File: config.mk
export PLATFORM = sky130hd
export DESIGN_NAME = load_store_unit
export DESIGN_NICKNAME = d
export VERILOG_FILES = /design/src/rtl/load_store_unit.sv
export SDC_FILE = /design/constraint.sdc
export NUM_CORES = 1
export LEC_CHECK = 0
export ABC_AREA = 1
export BUFFER_PORTS_ARGS = -buffer_cell sky130_fd_sc_hd__buf_2
export CAP_MARGIN = 30
export CELL_PAD_IN_SITES_DETAIL_PLACEMENT = 2
export CELL_PAD_IN_SITES_GLOBAL_PLACEMENT = 2
export CORE_MARGIN = 1.5
export CORE_UTILIZATION = 30
export CTS_BUF_LIST = sky130_fd_sc_hd__clkbuf_4
export CTS_CLUSTER_SIZE = 28
export DETAILED_ROUTE_END_ITERATION = 10
export HOLD_SLACK_MARGIN = 0.15
export PLACE_DENSITY_LB_ADDON = 0.08
export SLEW_MARGIN = 40
export SYNTH_ARGS = -nofsm -noshare
export SYNTH_HDL_FRONTEND = slang
export SYNTH_SLANG_ARGS = --single-unit
File: constraint.sdc
create_clock -name clk -period 4.5 [get_ports clk]
set_clock_uncertainty 0.2 [all_clocks]
set_input_delay 0.225 -clock clk [delete_from_list [all_inputs] [get_ports clk]]
set_output_delay 0.225 -clock clk [all_outputs]
set_load 0.01 [all_outputs]
File: src/rtl/load_store_unit.sv
// Memory-access stage in front of a word-wide DataMemory: lane-extracting loads,
// read-modify-write for byte/halfword stores, and error responses that never touch memory.
module load_store_unit #(
    parameter int unsigned MEM_WORDS = 256
) (
    input  logic        clk,
    input  logic        reset,
    input  logic        req_valid,
    output logic        req_ready,
    input  logic        req_write,
    input  logic [1:0]  req_size,
    input  logic        req_signed,
    input  logic [16:0] req_addr,
    input  logic [31:0] req_wdata,
    output logic        resp_valid,
    output logic [31:0] resp_rdata,
    output logic        resp_err,
    output logic [14:0] data_address,
    output logic        write_en,
    output logic [31:0] write_data,
    input  logic [31:0] read_data
);

    typedef enum logic [1:0] {IDLE, RD, WR, RESP} state_t;

    state_t      state, state_next;
    logic        accept;
    logic        acc_err;
    logic        write_q;
    logic [1:0]  size_q;
    logic        signed_q;
    logic [1:0]  offset_q;
    logic [31:0] wdata_q;
    logic [31:0] old_word;

    function automatic logic req_bad(input logic [1:0] size, input logic [16:0] addr);
        logic bad;
        bad = (size == 2'b11)
           || (size == 2'b01 && addr[0])
           || (size == 2'b10 && addr[1:0] != 2'b00)
           || ({17'd0, addr[16:2]} >= MEM_WORDS);
        return bad;
    endfunction

    function automatic logic [31:0] extract_lane(input logic [31:0] word, input logic [1:0] size,
                                                 input logic [1:0] offset, input logic sgn);
        logic [7:0]  b;
        logic [15:0] h;
        logic [31:0] r;
        b = word[{offset, 3'b000} +: 8];
        h = offset[1] ? word[31:16] : word[15:0];
        case (size)
            2'b00:   r = {{24{sgn & b[7]}}, b};
            2'b01:   r = {{16{sgn & h[15]}}, h};
            default: r = word;
        endcase
        return r;
    endfunction

    function automatic logic [31:0] insert_lane(input logic [31:0] word, input logic [31:0] wdata,
                                                input logic [1:0] size, input logic [1:0] offset);
        logic [31:0] r;
        r = word;
        case (size)
            2'b00: r[{offset, 3'b000} +: 8] = wdata[7:0];
            2'b01: begin
                if (offset[1]) r[31:16] = wdata[15:0];
                else           r[15:0]  = wdata[15:0];
            end
            default: r = wdata;
        endcase
        return r;
    endfunction

    assign req_ready = (state == IDLE) && !reset;
    assign accept    = req_valid && req_ready;
    assign acc_err   = req_bad(req_size, req_addr);

    // Strobes come straight from the state register so they cannot glitch and
    // drop together with the asynchronous reset.
    assign write_en   = (state == WR);
    assign resp_valid = (state == RESP);
    assign write_data = (state == WR) ? insert_lane(old_word, wdata_q, size_q, offset_q) : 32'd0;

    always_ff @(posedge clk or posedge reset) begin
        if (reset) state <= IDLE;
        else       state <= state_next;
    end

    always_comb begin
        state_next = state;
        case (state)
            IDLE: begin
                if (accept) begin
                    if (acc_err)                 state_next = RESP;
                    else if (!req_write)         state_next = RD;
                    else if (req_size == 2'b10)  state_next = WR;
                    else                         state_next = RD;
                end
            end
            RD:      state_next = write_q ? WR : RESP;
            WR:      state_next = RESP;
            RESP:    state_next = IDLE;
            default: state_next = IDLE;
        endcase
    end

    always_ff @(posedge clk or posedge reset) begin
        if (reset) begin
            write_q      <= 1'b0;
            size_q       <= 2'b00;
            signed_q     <= 1'b0;
            offset_q     <= 2'b00;
            wdata_q      <= 32'd0;
            old_word     <= 32'd0;
            data_address <= 15'd0;
            resp_rdata   <= 32'd0;
            resp_err     <= 1'b0;
        end else begin
            case (state)
                IDLE: begin
                    if (accept) begin
                        write_q  <= req_write;
                        size_q   <= req_size;
                        signed_q <= req_signed;
                        offset_q <= req_addr[1:0];
                        wdata_q  <= req_wdata;
                        resp_err <= acc_err;
                        resp_rdata <= 32'd0;
                        // Rejected requests leave the memory port address untouched.
                        if (!acc_err) data_address <= req_addr[16:2];
                    end
                end
                RD: begin
                    old_word <= read_data;
                    if (!write_q) resp_rdata <= extract_lane(read_data, size_q, offset_q, signed_q);
                end
                RESP: begin
                    resp_rdata <= 32'd0;
                    resp_err   <= 1'b0;
                end
                default: ;
            endcase
        end
    end

endmodule
==> impl_metrics.py, run 1 <==
metrics = {
    "setup_path": {
        "cpPeakStageDelay_ps": 820,
        "cp.required_ps": 4070,
        "cp_slowest_cell": "dfrtp_1",
        "r2r-end": "data_address[5]",
        "crit_buf_inv": 3,
        "r2r-start": "state[0]",
        "crit_fanout": 37,
        "cp-end-kind": "output port",
        "cpLargestDelayFamily": "flip-flops",
        "worstSetupPathType": "flop to output port",
        "start_kind": "flop",
        "critical_path.cell_chain": "inv_4, ha_1, inv_1, nor2_1, nand3_1, o22ai_1, nand2_1, a21oi_1, buf_2",
        "cp.arrival_ps": 3220,
        "r2r_cells": 10,
        "rrSetupSlack_ps": 1460,
    },
    "drt": {
        "drc": 0,
        "wl_per_cell_microns": 19.64,
        "vias": 7109,
        "drt_iter0_drc": 253,
        "viasPerCell": 5.020,
        "wl_mm": 27.82,
        "drtPass1Iterations": 5,
        "ant_nets": 0,
    },
    "sta": {
        "hold_viol": 0,
        "period_share": 0.8090,
        "rsz0062_at_grt": "false",
        "slew_headroom": 0.5244,
        "setup_viol_count_final": 0,
        "slew_viol_final": 0,
        "min_period_ps": 3640,
        "hold_ws_ps": 179.2,
        "worst_pin_slew_ps": 713.4,
        "fmax_ghz": 0.2747,
        "tns_ps": 0,
    },
    "cells_and_area": {
        "design_area_sq_um": 8906,
        "layout.cells.non_filler": 1416,
        "final_nets": 1224,
        "fill_cells": 2498,
        "drive_gt1_frac": 0.2133,
        "area_growth_pct": 35.84,
        "post-route-util": 0.4197,
    },
    "flow_run": {
        "cap_viol_max_count": 0,
    },
    "global_routing": {
        "grt_max_degree": 56,
        "grt_antenna_before_repair": 1,
        "grt_use_total": 0.2549,
        "grt_pass1_wl_mm": 43.61,
        "overflow": 0,
        "first_global_vias": 7928,
    },
    "die": {
        "pin_count": 171,
        "core_sq_um": 21220,
        "fp.dieW_microns": 150.8,
        "start_util": 0.3090,
        "die-area_sq_um": 22750,
        "dieHeight_microns": 150.8,
        "row_count": 53,
    },
    "clocking": {
        "clock_latency_ps": 560,
        "ctsRootBufferMaster": "clkbuf_4",
        "cts_buffers": 17,
        "htreeDepth": 4,
        "clockBufferDepth": 2,
        "cts_sinks": 120,
        "clk_pin_slew_ps": 120,
        "tritoncts": "yes",
    },
    "hold_path": {
        "min_to": "wdata_q[12]",
        "hold_path.startpoint": "req_wdata[12]",
        "holdCritPathClass": "input port to flop",
        "whs_path_depth": 4,
    },
    "placed_design": {
        "gp_congestion": 0.7770,
        "hpwl_mm": 18.83,
        "place_area_sq_um": 7574,
        "numPlacedInstances": 1282,
        "io_buffers": 170,
    },
    "pwr": {
        "ir_worst_vdd_mv": 0.1764,
        "power_density_nw_per_um2": 624.3,
        "leakage_nw": 4.651,
    },
    "synth": {
        "postSynthAreaPerCell_sq_um": 7.459,
        "seq_area_frac_synth": 0.4580,
        "synth_warnings": 0,
        "yosys.cell_types.count": 34,
        "synth_fp_nets": 977,
        "synth-seq-cells": 120,
        "synth_area_sq_um": 6556,
        "syn_inst": 879,
    },
    "status": {
        "status": "finished clean",
    },
}
==> logic make-up (layout without fill, tap and decap cells) <==
group                    after synthesis  count (layout)  share of synthesized area
adder cells (fa/ha/maj)               10              10                    0.01908
other                                  0               2                          0
buffers and inverters                129             389                    0.08301
flip-flops                           120             120                     0.4580
AND/OR/NAND/NOR                      435             435                     0.2777
AO/OA/AOI/OAI                        185             185                     0.1622
==> area by class of cell <==
cell class                 count  area [sq um]  share of cell area
multi-input combinational    630          3019              0.3390
sequential                   120          3003              0.3372
timing repair buffer         278          1912              0.2147
tap                          275         344.1             0.03863
inverter                      79         306.5             0.03442
clock inverter                14         181.4             0.02037
clock buffer                  18         135.1             0.01517
antenna                        2         5.005           0.0005620
==> cell usage after synthesis <==
master | n | area [sq um]
a211oi_1 | 1 | 7.510
ha_1 | 10 | 125.1
dfrtp_1 | 120 | 3003
a21oi_1 | 47 | 235.2
o22ai_1 | 24 | 150.1
inv_2 | 4 | 15.01
buf_2 | 18 | 90.09
nand2_4 | 1 | 11.26
inv_4 | 1 | 6.260
buf_1 | 4 | 15.01
inv_1 | 72 | 270.3
buf_6 | 1 | 11.26
inv_6 | 1 | 8.760
buf_8 | 1 | 15.01
nand3_2 | 7 | 70.07
a31oi_1 | 11 | 68.82
nand2_2 | 6 | 37.54
clkbuf_1 | 23 | 86.33
nor2_4 | 2 | 22.52
a22oi_1 | 16 | 120.1
nand3_4 | 1 | 17.52
nand4_1 | 9 | 56.30
o221ai_1 | 7 | 61.31
o21ai_1 | 1 | 5.000
o211ai_1 | 4 | 30.03
o21ai_0 | 70 | 350.3
nor4_2 | 1 | 12.51
a22o_1 | 4 | 35.03
buf_4 | 3 | 22.52
nand2_1 | 346 | 1299
nor2_1 | 21 | 78.83
or2_2 | 8 | 50.05
clkinv_1 | 1 | 3.750
nand3_1 | 33 | 165.2
==> per-stage QoR <==
| step | power, mW | setup WS (ps) |
|---|---|---|
| CTS | 5.587 | 817.6 |
| detailed placement | 4.607 | 1398 |
| global route | 6.041 | 518.6 |
| global placement | 4.524 | 1445 |
| floorplan | 3.632 | 889.2 |
| finish | 5.560 | 859.5 |
==> power by group <==
| group | internal [mW] | total [mW] | leakage, nW | switching, mW |
|---|---|---|---|---|
| clock network | 0.440 | 0.900 | 0.161 | 0.460 |
| registers | 1.47 | 1.83 | 1.54 | 0.356 |
| logic | 0.913 | 2.83 | 2.95 | 1.92 |
| total | 2.83 | 5.56 | 4.65 | 2.73 |
==> placed cells by master (no fill, tap or decap), types with 5 or more instances in the layout <==
cell / count
o22ai_1: 24
dlygate4sd3_1: 100
a31oi_1: 11
clkbuf_4: 18
nand2_2: 6
buf_4: 8
o221ai_1: 7
buf_2: 170
nor2_1: 20
nand3_2: 7
dfrtp_1: 120
a21oi_1: 47
o21ai_0: 70
nand2_1: 345
or2_2: 8
nand3_1: 33
inv_2: 5
ha_1: 10
nand4_1: 9
a22oi_1: 16
inv_1: 70
==> how the worst max path moves through the flow <==
stage                 endpoint  depth (start not counted)         from
3_5_place_dp    resp_rdata[19]                         10     state[0]
5_1_grt         write_data[22]                          9  offset_q[1]
4_1_cts         write_data[16]                          9  offset_q[1]
3_3_place_gp    resp_rdata[20]                         10     state[0]
6_report        write_data[16]                          9  offset_q[1]
2_1_floorplan  data_address[0]                          1        reset
==> state kept, by name, summed over array words and instances (netlist names), 2 cells and up <==
register	count
data_address	15
offset_q	2
old_word	32
resp_rdata	32
size_q	2
state	2
wdata_q	32
==> timing repair <==
| action | in CTS | in global routing |
|---|---|---|
| endpoints found under the hold margin | 162 | 29 |
| setup buffers | 0 | 0 |
| hold buffers | 99 | 1 |
| resized for setup | 0 | 0 |
==> worst register-to-register path, stage by stage (launching register included) <==
cell and delay (ps):
dfrtp_1 450, inv_1 140, ha_1 210, inv_1 80, nor2_4 110, nand2_4 270, inv_2 150, buf_4 460
nand4_1 210, dlygate4sd3_1 630, nand2_1 90
==> metal layers <==
layer,vias to the layer above,track usage,part of all wire
met3,27,0.04639,0.036
met4,0,0.05049,0.013
li1,3352,-,-
met5,-,0,0
met1,3583,0.3168,0.43
met2,147,0.4603,0.52
No activity file was read; power rests on OpenSTA's default activity.
==> run 2, diff against run 1 <==
--- a/config.mk
+++ b/config.mk
@@ -5,13 +5,13 @@
 export SDC_FILE = /design/constraint.sdc
 export NUM_CORES = 1
 export LEC_CHECK = 0
-export ABC_AREA = 1
+export ABC_AREA = 0
 export BUFFER_PORTS_ARGS = -buffer_cell sky130_fd_sc_hd__buf_2
 export CAP_MARGIN = 30
 export CELL_PAD_IN_SITES_DETAIL_PLACEMENT = 2
 export CELL_PAD_IN_SITES_GLOBAL_PLACEMENT = 2
 export CORE_MARGIN = 1.5
-export CORE_UTILIZATION = 30
+export CORE_UTILIZATION = 35
 export CTS_BUF_LIST = sky130_fd_sc_hd__clkbuf_4
 export CTS_CLUSTER_SIZE = 28
 export DETAILED_ROUTE_END_ITERATION = 10
==> constraint.sdc (replaced) <==
create_clock -name clk -period 3.8 [get_ports clk]
set_clock_uncertainty 0.2 [all_clocks]
set_input_delay 0.19 -clock clk [delete_from_list [all_inputs] [get_ports clk]]
set_output_delay 0.19 -clock clk [all_outputs]
set_load 0.01 [all_outputs]
==> impl_metrics.py, run 2 <==
metrics = {
    "status": {
        "status": "finished clean",
    },
    "placed_design": {
        "gp_congestion": 0.8901,
        "hpwl_mm": 15.61,
        "place_area_sq_um": 7227,
        "io_buffers": 170,
    },
    "die": {
        "die-area_sq_um": 18350,
        "pin_count": 171,
        "row_count": 48,
        "fp.dieW_microns": 135.5,
        "dieHeight_microns": 135.5,
        "core_sq_um": 17240,
        "start_util": 0.3563,
    },
    "synth": {
        "yosys.area_share.simple": 0.07721,
        "synth.most_common_cell": "dfrtp_1",
        "synth_top_area_frac": 0.4889,
        "dominantRegCellSynth": "dfrtp_1",
        "seq_area_frac_synth": 0.4889,
        "async_flop_share": 1.000,
        "synth-xor-area-share": 0,
        "postSynthAreaPerCell_sq_um": 11.72,
        "synth_fa_ha_area_frac": 0.02037,
        "yosys.cell_types.count": 43,
        "synthTopCellsByArea": "dfrtp_1, mux2_2, a221oi_1",
        "synth_mux_area_frac": 0.1854,
        "synth_compound_area_frac": 0.1954,
        "synth_largest_area_cell": "dfrtp_1",
        "synth_fp_nets": 622,
        "synth-seq-cells": 120,
        "synth_area_sq_um": 6142,
        "syn_inst": 524,
        "synth_warnings": 0,
        "synth_common_cells": "dfrtp_1, mux2_2, nand2_1, nor2_1, a221oi_1",
        "synth_edf_count": 0,
        "synth_top_family_by_area": "compound AO/OA/AOI/OAI gates",
    },
    "setup_path": {
        "cp.arrival_ps": 3140,
        "start_kind": "flop",
        "worstSetupPathType": "flop to output port",
        "cp.required_ps": 3410,
        "crit_fanout": 12,
        "cp-end-kind": "output port",
    },
    "drt": {
        "ant_nets": 0,
        "drtPass1Iterations": 5,
        "wl_mm": 22.77,
        "viasPerCell": 5.595,
        "vias": 5685,
        "wl_per_cell_microns": 22.41,
        "drc": 0,
        "drt_iter0_drc": 383,
    },
    "global_routing": {
        "grt_antenna_before_repair": 1,
        "first_global_vias": 6172,
        "grt_max_degree": 79,
        "grt_use_total": 0.2559,
        "overflow": 0,
        "grt_pass1_wl_mm": 35.07,
    },
    "pwr": {
        "leakage_nw": 3.906,
        "power_density_nw_per_um2": 784.5,
        "ir_worst_vdd_mv": 0.3486,
    },
    "cells_and_area": {
        "multi_input_area_sq_um": 2949,
        "final_nets": 875,
        "layout_commonest_cell": "buf_2",
        "post-route-util": 0.4858,
        "drive_gt1_frac": 0.4076,
        "regArea_sq_um": 3003,
        "design_area_sq_um": 8374,
        "final_cell_mix": "buf_2, dfrtp_1, mux2_2, dlygate4sd3_1, nand2_1",
        "largestRegisters": "old_word (32), resp_rdata (32), wdata_q (32)",
        "area_growth_pct": 36.34,
        "fill_cells": 1782,
    },
    "clocking": {
        "cts_resized": 0,
        "cts_buffers": 17,
        "cts_sinks": 120,
        "clock_latency_ps": 550,
        "tritoncts": "yes",
        "clockBufferDepth": 2,
        "ctsRootBufferMaster": "clkbuf_4",
        "htreeDepth": 4,
        "clk_pin_slew_ps": 130,
    },
    "sta": {
        "rsz0062_at_grt": "false",
        "hold_ws_ps": 197.4,
        "setup_viol_count_final": 0,
        "hold_viol": 0,
        "period_share": 0.9284,
        "tns_ps": 0,
        "slew_viol_final": 0,
        "worst_pin_slew_ps": 817.7,
        "fmax_ghz": 0.2835,
        "slew_headroom": 0.4534,
        "min_period_ps": 3528,
    },
    "flow_run": {
        "cap_viol_max_count": 0,
    },
    "hold_path": {
        "holdCritPathClass": "input port to flop",
    },
}
==> run 2: cells by family after synthesis <==
family	Yosys count
multiplexers	103
buffers and inverters	48
AND/OR/NAND/NOR	95
flip-flops	120
AO/OA/AOI/OAI	148
adder cells (fa/ha/maj)	10
==> run 2: worst paths after layout <==
check	start	endpoint	slack, ps	depth (start not counted)
worst min-delay path	req_wdata[25]	wdata_q[25]	200	3
worst max-delay path	offset_q[0]	write_data[11]	270	7
worst max register to register	size_q[0]	resp_rdata[11]	1240	4
max in group asynchronous	reset	old_word[24]	1790	5
min in group asynchronous	reset	data_address[12]	760	4
worst min register to register	data_address[11]	data_address[11]	300	1
==> run 2: layout make-up <==
| cell class | instances | area share |
|---|---|---|
| Clock buffer | 17 | 0.01524 |
| Tap cell | 225 | 0.03362 |
| Multi-Input combinational cell | 356 | 0.3522 |
| Antenna cell | 1 | 0.0002988 |
| Inverter | 14 | 0.006873 |
| Sequential cell | 120 | 0.3586 |
| Timing Repair Buffer | 268 | 0.2152 |
| Clock inverter | 15 | 0.01808 |
==> run 2: stage by stage <==
step / power (mW) / worst slack, ps / instances
floorplan: 4.371 / 224.2 / 524
global placement: 5.373 / 1003 / 897
detailed placement: 5.555 / 868.9 / 897
CTS: 6.585 / 257.9 / 1013
global route: 7.034 / 12.06 / 1016
finish: 6.570 / 272.2 / 1016
==> run 2: worst max-delay path, stage by stage (launching register included) <==
cell     delay (ps)
dfrtp_1         560
inv_1           160
ha_1            370
or3b_2          480
nor3_1          400
a22oi_1         140
o22ai_1         290
buf_2           190
==> run 2: where the power goes <==
group,total (mW),internal [mW],switching [mW]
clock network,0.939,0.390,0.549
registers,2.35,1.77,0.577
logic,3.28,1.48,1.80
total,6.57,3.64,2.93
==> run 2: per-layer routing <==
layer | routed length (microns) | GRT usage
met5 | 0 | 0
met4 | 473 | 0.08303
met3 | 1149 | 0.05387
met2 | 12070 | 0.4515
met1 | 9082 | 0.3113
==> run 2: what timing repair did <==
item	in CTS	in global routing
endpoints found under the hold margin	189	2
setup buffers	0	0
hold buffers	84	2
==> run 3, diff against run 2 <==
--- a/config.mk
+++ b/config.mk
@@ -10,6 +10,7 @@
 export CAP_MARGIN = 30
 export CELL_PAD_IN_SITES_DETAIL_PLACEMENT = 2
 export CELL_PAD_IN_SITES_GLOBAL_PLACEMENT = 2
+export CORE_ASPECT_RATIO = 0.7
 export CORE_MARGIN = 1.5
 export CORE_UTILIZATION = 35
 export CTS_BUF_LIST = sky130_fd_sc_hd__clkbuf_4
==> impl_metrics.py, run 3 (same netlist as run 2, synthesis figures left out) <==
metrics = {
    "die": {
        "pin_count": 171,
        "row_count": 40,
        "fp.dieW_microns": 161.3,
        "start_util": 0.3578,
        "core_sq_um": 17170,
        "die-area_sq_um": 18370,
        "dieHeight_microns": 113.8,
    },
    "sta": {
        "setup_viol_count_final": 0,
        "slew_viol_final": 0,
        "worst_pin_slew_ps": 832.1,
        "tns_ps": 0,
        "hold_viol": 0,
        "rsz0062_at_grt": "false",
        "slew_headroom": 0.4453,
        "period_share": 0.9369,
        "hold_ws_ps": 227.0,
        "fmax_ghz": 0.2809,
        "min_period_ps": 3560,
    },
    "setup_path": {
        "cpPeakStageDelay_ps": 600,
        "r2r_cells": 7,
        "crit_cells": 8,
        "crit_buf_inv": 3,
        "critical_path.cell_chain": "inv_1, ha_1, or3b_2, nor3_1, buf_4, a221oi_1, o21ai_0, buf_2",
        "crit_fanout": 12,
        "cp.arrival_ps": 3170,
        "cp_slowest_cell": "dfrtp_1",
        "r2r-start": "state[0]",
        "r2r-end": "resp_rdata[21]",
        "worstSetupPathType": "flop to output port",
        "rrSetupSlack_ps": 1280,
        "cp-end-kind": "output port",
        "start_kind": "flop",
        "cp.required_ps": 3410,
        "cpLargestDelayFamily": "simple AND/OR/NAND/NOR gates",
    },
    "drt": {
        "drtPass1Iterations": 5,
        "drc": 0,
        "ant_nets": 0,
        "wl_mm": 23.97,
        "viasPerCell": 5.557,
        "wl_per_cell_microns": 23.50,
        "drt_iter0_drc": 348,
        "vias": 5668,
    },
    "pwr": {
        "ir_worst_vdd_mv": 0.3458,
        "clockPowerShare": 0.160,
        "intPower_mw": 3.865,
        "combPwrFrac": 0.490,
        "power_density_nw_per_um2": 813.9,
        "finalPower_mw": 6.873,
        "leakage_nw": 3.946,
        "p_switching_mw": 3.008,
        "p_sw_frac": 0.4376,
        "power_frac_seq": 0.349,
    },
    "global_routing": {
        "first_global_vias": 6309,
        "grt_use_total": 0.2701,
        "overflow": 0,
        "grt_antenna_before_repair": 1,
        "grt_max_degree": 63,
        "grt_pass1_wl_mm": 37.16,
    },
    "placed_design": {
        "hpwl_mm": 16.74,
        "io_buffers": 170,
        "numPlacedInstances": 904,
        "gp_congestion": 0.8526,
    },
    "cells_and_area": {
        "drive_gt1_frac": 0.4086,
        "layout_commonest_cell": "buf_2",
        "layout.cells.non_filler": 1020,
        "final_nets": 874,
        "area_growth_pct": 37.48,
        "largestRegisters": "old_word (32), resp_rdata (32), wdata_q (32)",
        "final_cell_mix": "buf_2, dfrtp_1, mux2_2",
    },
    "clocking": {
        "clockBufferDepth": 2,
        "postCtsSetupBuffers": 0,
        "ctsRootBufferMaster": "clkbuf_4",
        "clock_latency_ps": 530,
        "htreeDepth": 4,
        "cts_sinks": 120,
        "tritoncts": "yes",
        "cts_buffers": 17,
        "clk_pin_slew_ps": 120,
    },
    "hold_path": {
        "hold_path.startpoint": "req_wdata[12]",
        "min_to": "wdata_q[12]",
        "whs_path_depth": 3,
        "holdCritPathClass": "input port to flop",
    },
    "status": {
        "status": "finished clean",
    },
    "flow_run": {
        "cap_viol_max_count": 0,
    },
}
-- run 3: repair_timing --
item	CTS	global route
hold endpoints to repair	174	41
hold buffers	83	1
endpoints found under the setup margin	0	3
gates resized for setup	0	1
-- run 3: how the worst max path moves through the flow --
stage	start	endpoint	slack (ps)
finish	offset_q[0]	write_data[21]	240
global route	offset_q[0]	write_data[21]	8
CTS	offset_q[0]	write_data[10]	220
detailed placement	offset_q[0]	write_data[10]	870
global placement	offset_q[0]	write_data[10]	970
floorplan	reset	data_address[0]	220
-- run 3: area by class of cell --
cell class	count	area (sq um)
repair buffers	267	1802
fillers	1752	8722
flip-flops and latches	120	3004
clock buffers	20	150.1
inverters	14	57.56
well taps	231	289.0
diodes	1	2.502
multi-input cells	356	2960
clock inverters	11	178.9
-- run 3: per-stage QoR --
step                setup WS [ps]  cell area (sq um)  utilization
finish                      239.7               8444       0.4919
detailed placement          865.5               7251       0.4224
floorplan                   224.2               6142            -
global placement            967.9               7249       0.4223
CTS                         221.0               8411       0.4899
global route                7.697               8444       0.4919
-- run 3: power groups by stage --
stage          Combinational (mW)  Clock [mW]  Sequential [mW]
5_1_grt                      3.65        1.19             2.46
3_5_place_dp                 3.23           0             2.41
2_1_floorplan                2.24           0             2.14
6_report                     3.37        1.10             2.40
3_3_place_gp                 3.07           0             2.37
4_1_cts                      3.32        1.13             2.38
-- run 3: layer usage --
| layer | GRT usage | share of wire |
|---|---|---|
| met3 | 0.06109 | 0.051 |
| met5 | 0 | 0 |
| met4 | 0.06358 | 0.013 |
| met2 | 0.4464 | 0.48 |
| met1 | 0.3611 | 0.46 |
-- run 3: tightest hold or removal path, delay by kind of cell --
family | cells | cell delay [ps]
multiplexers | 1 | 120
buffers and inverters | 2 | 620
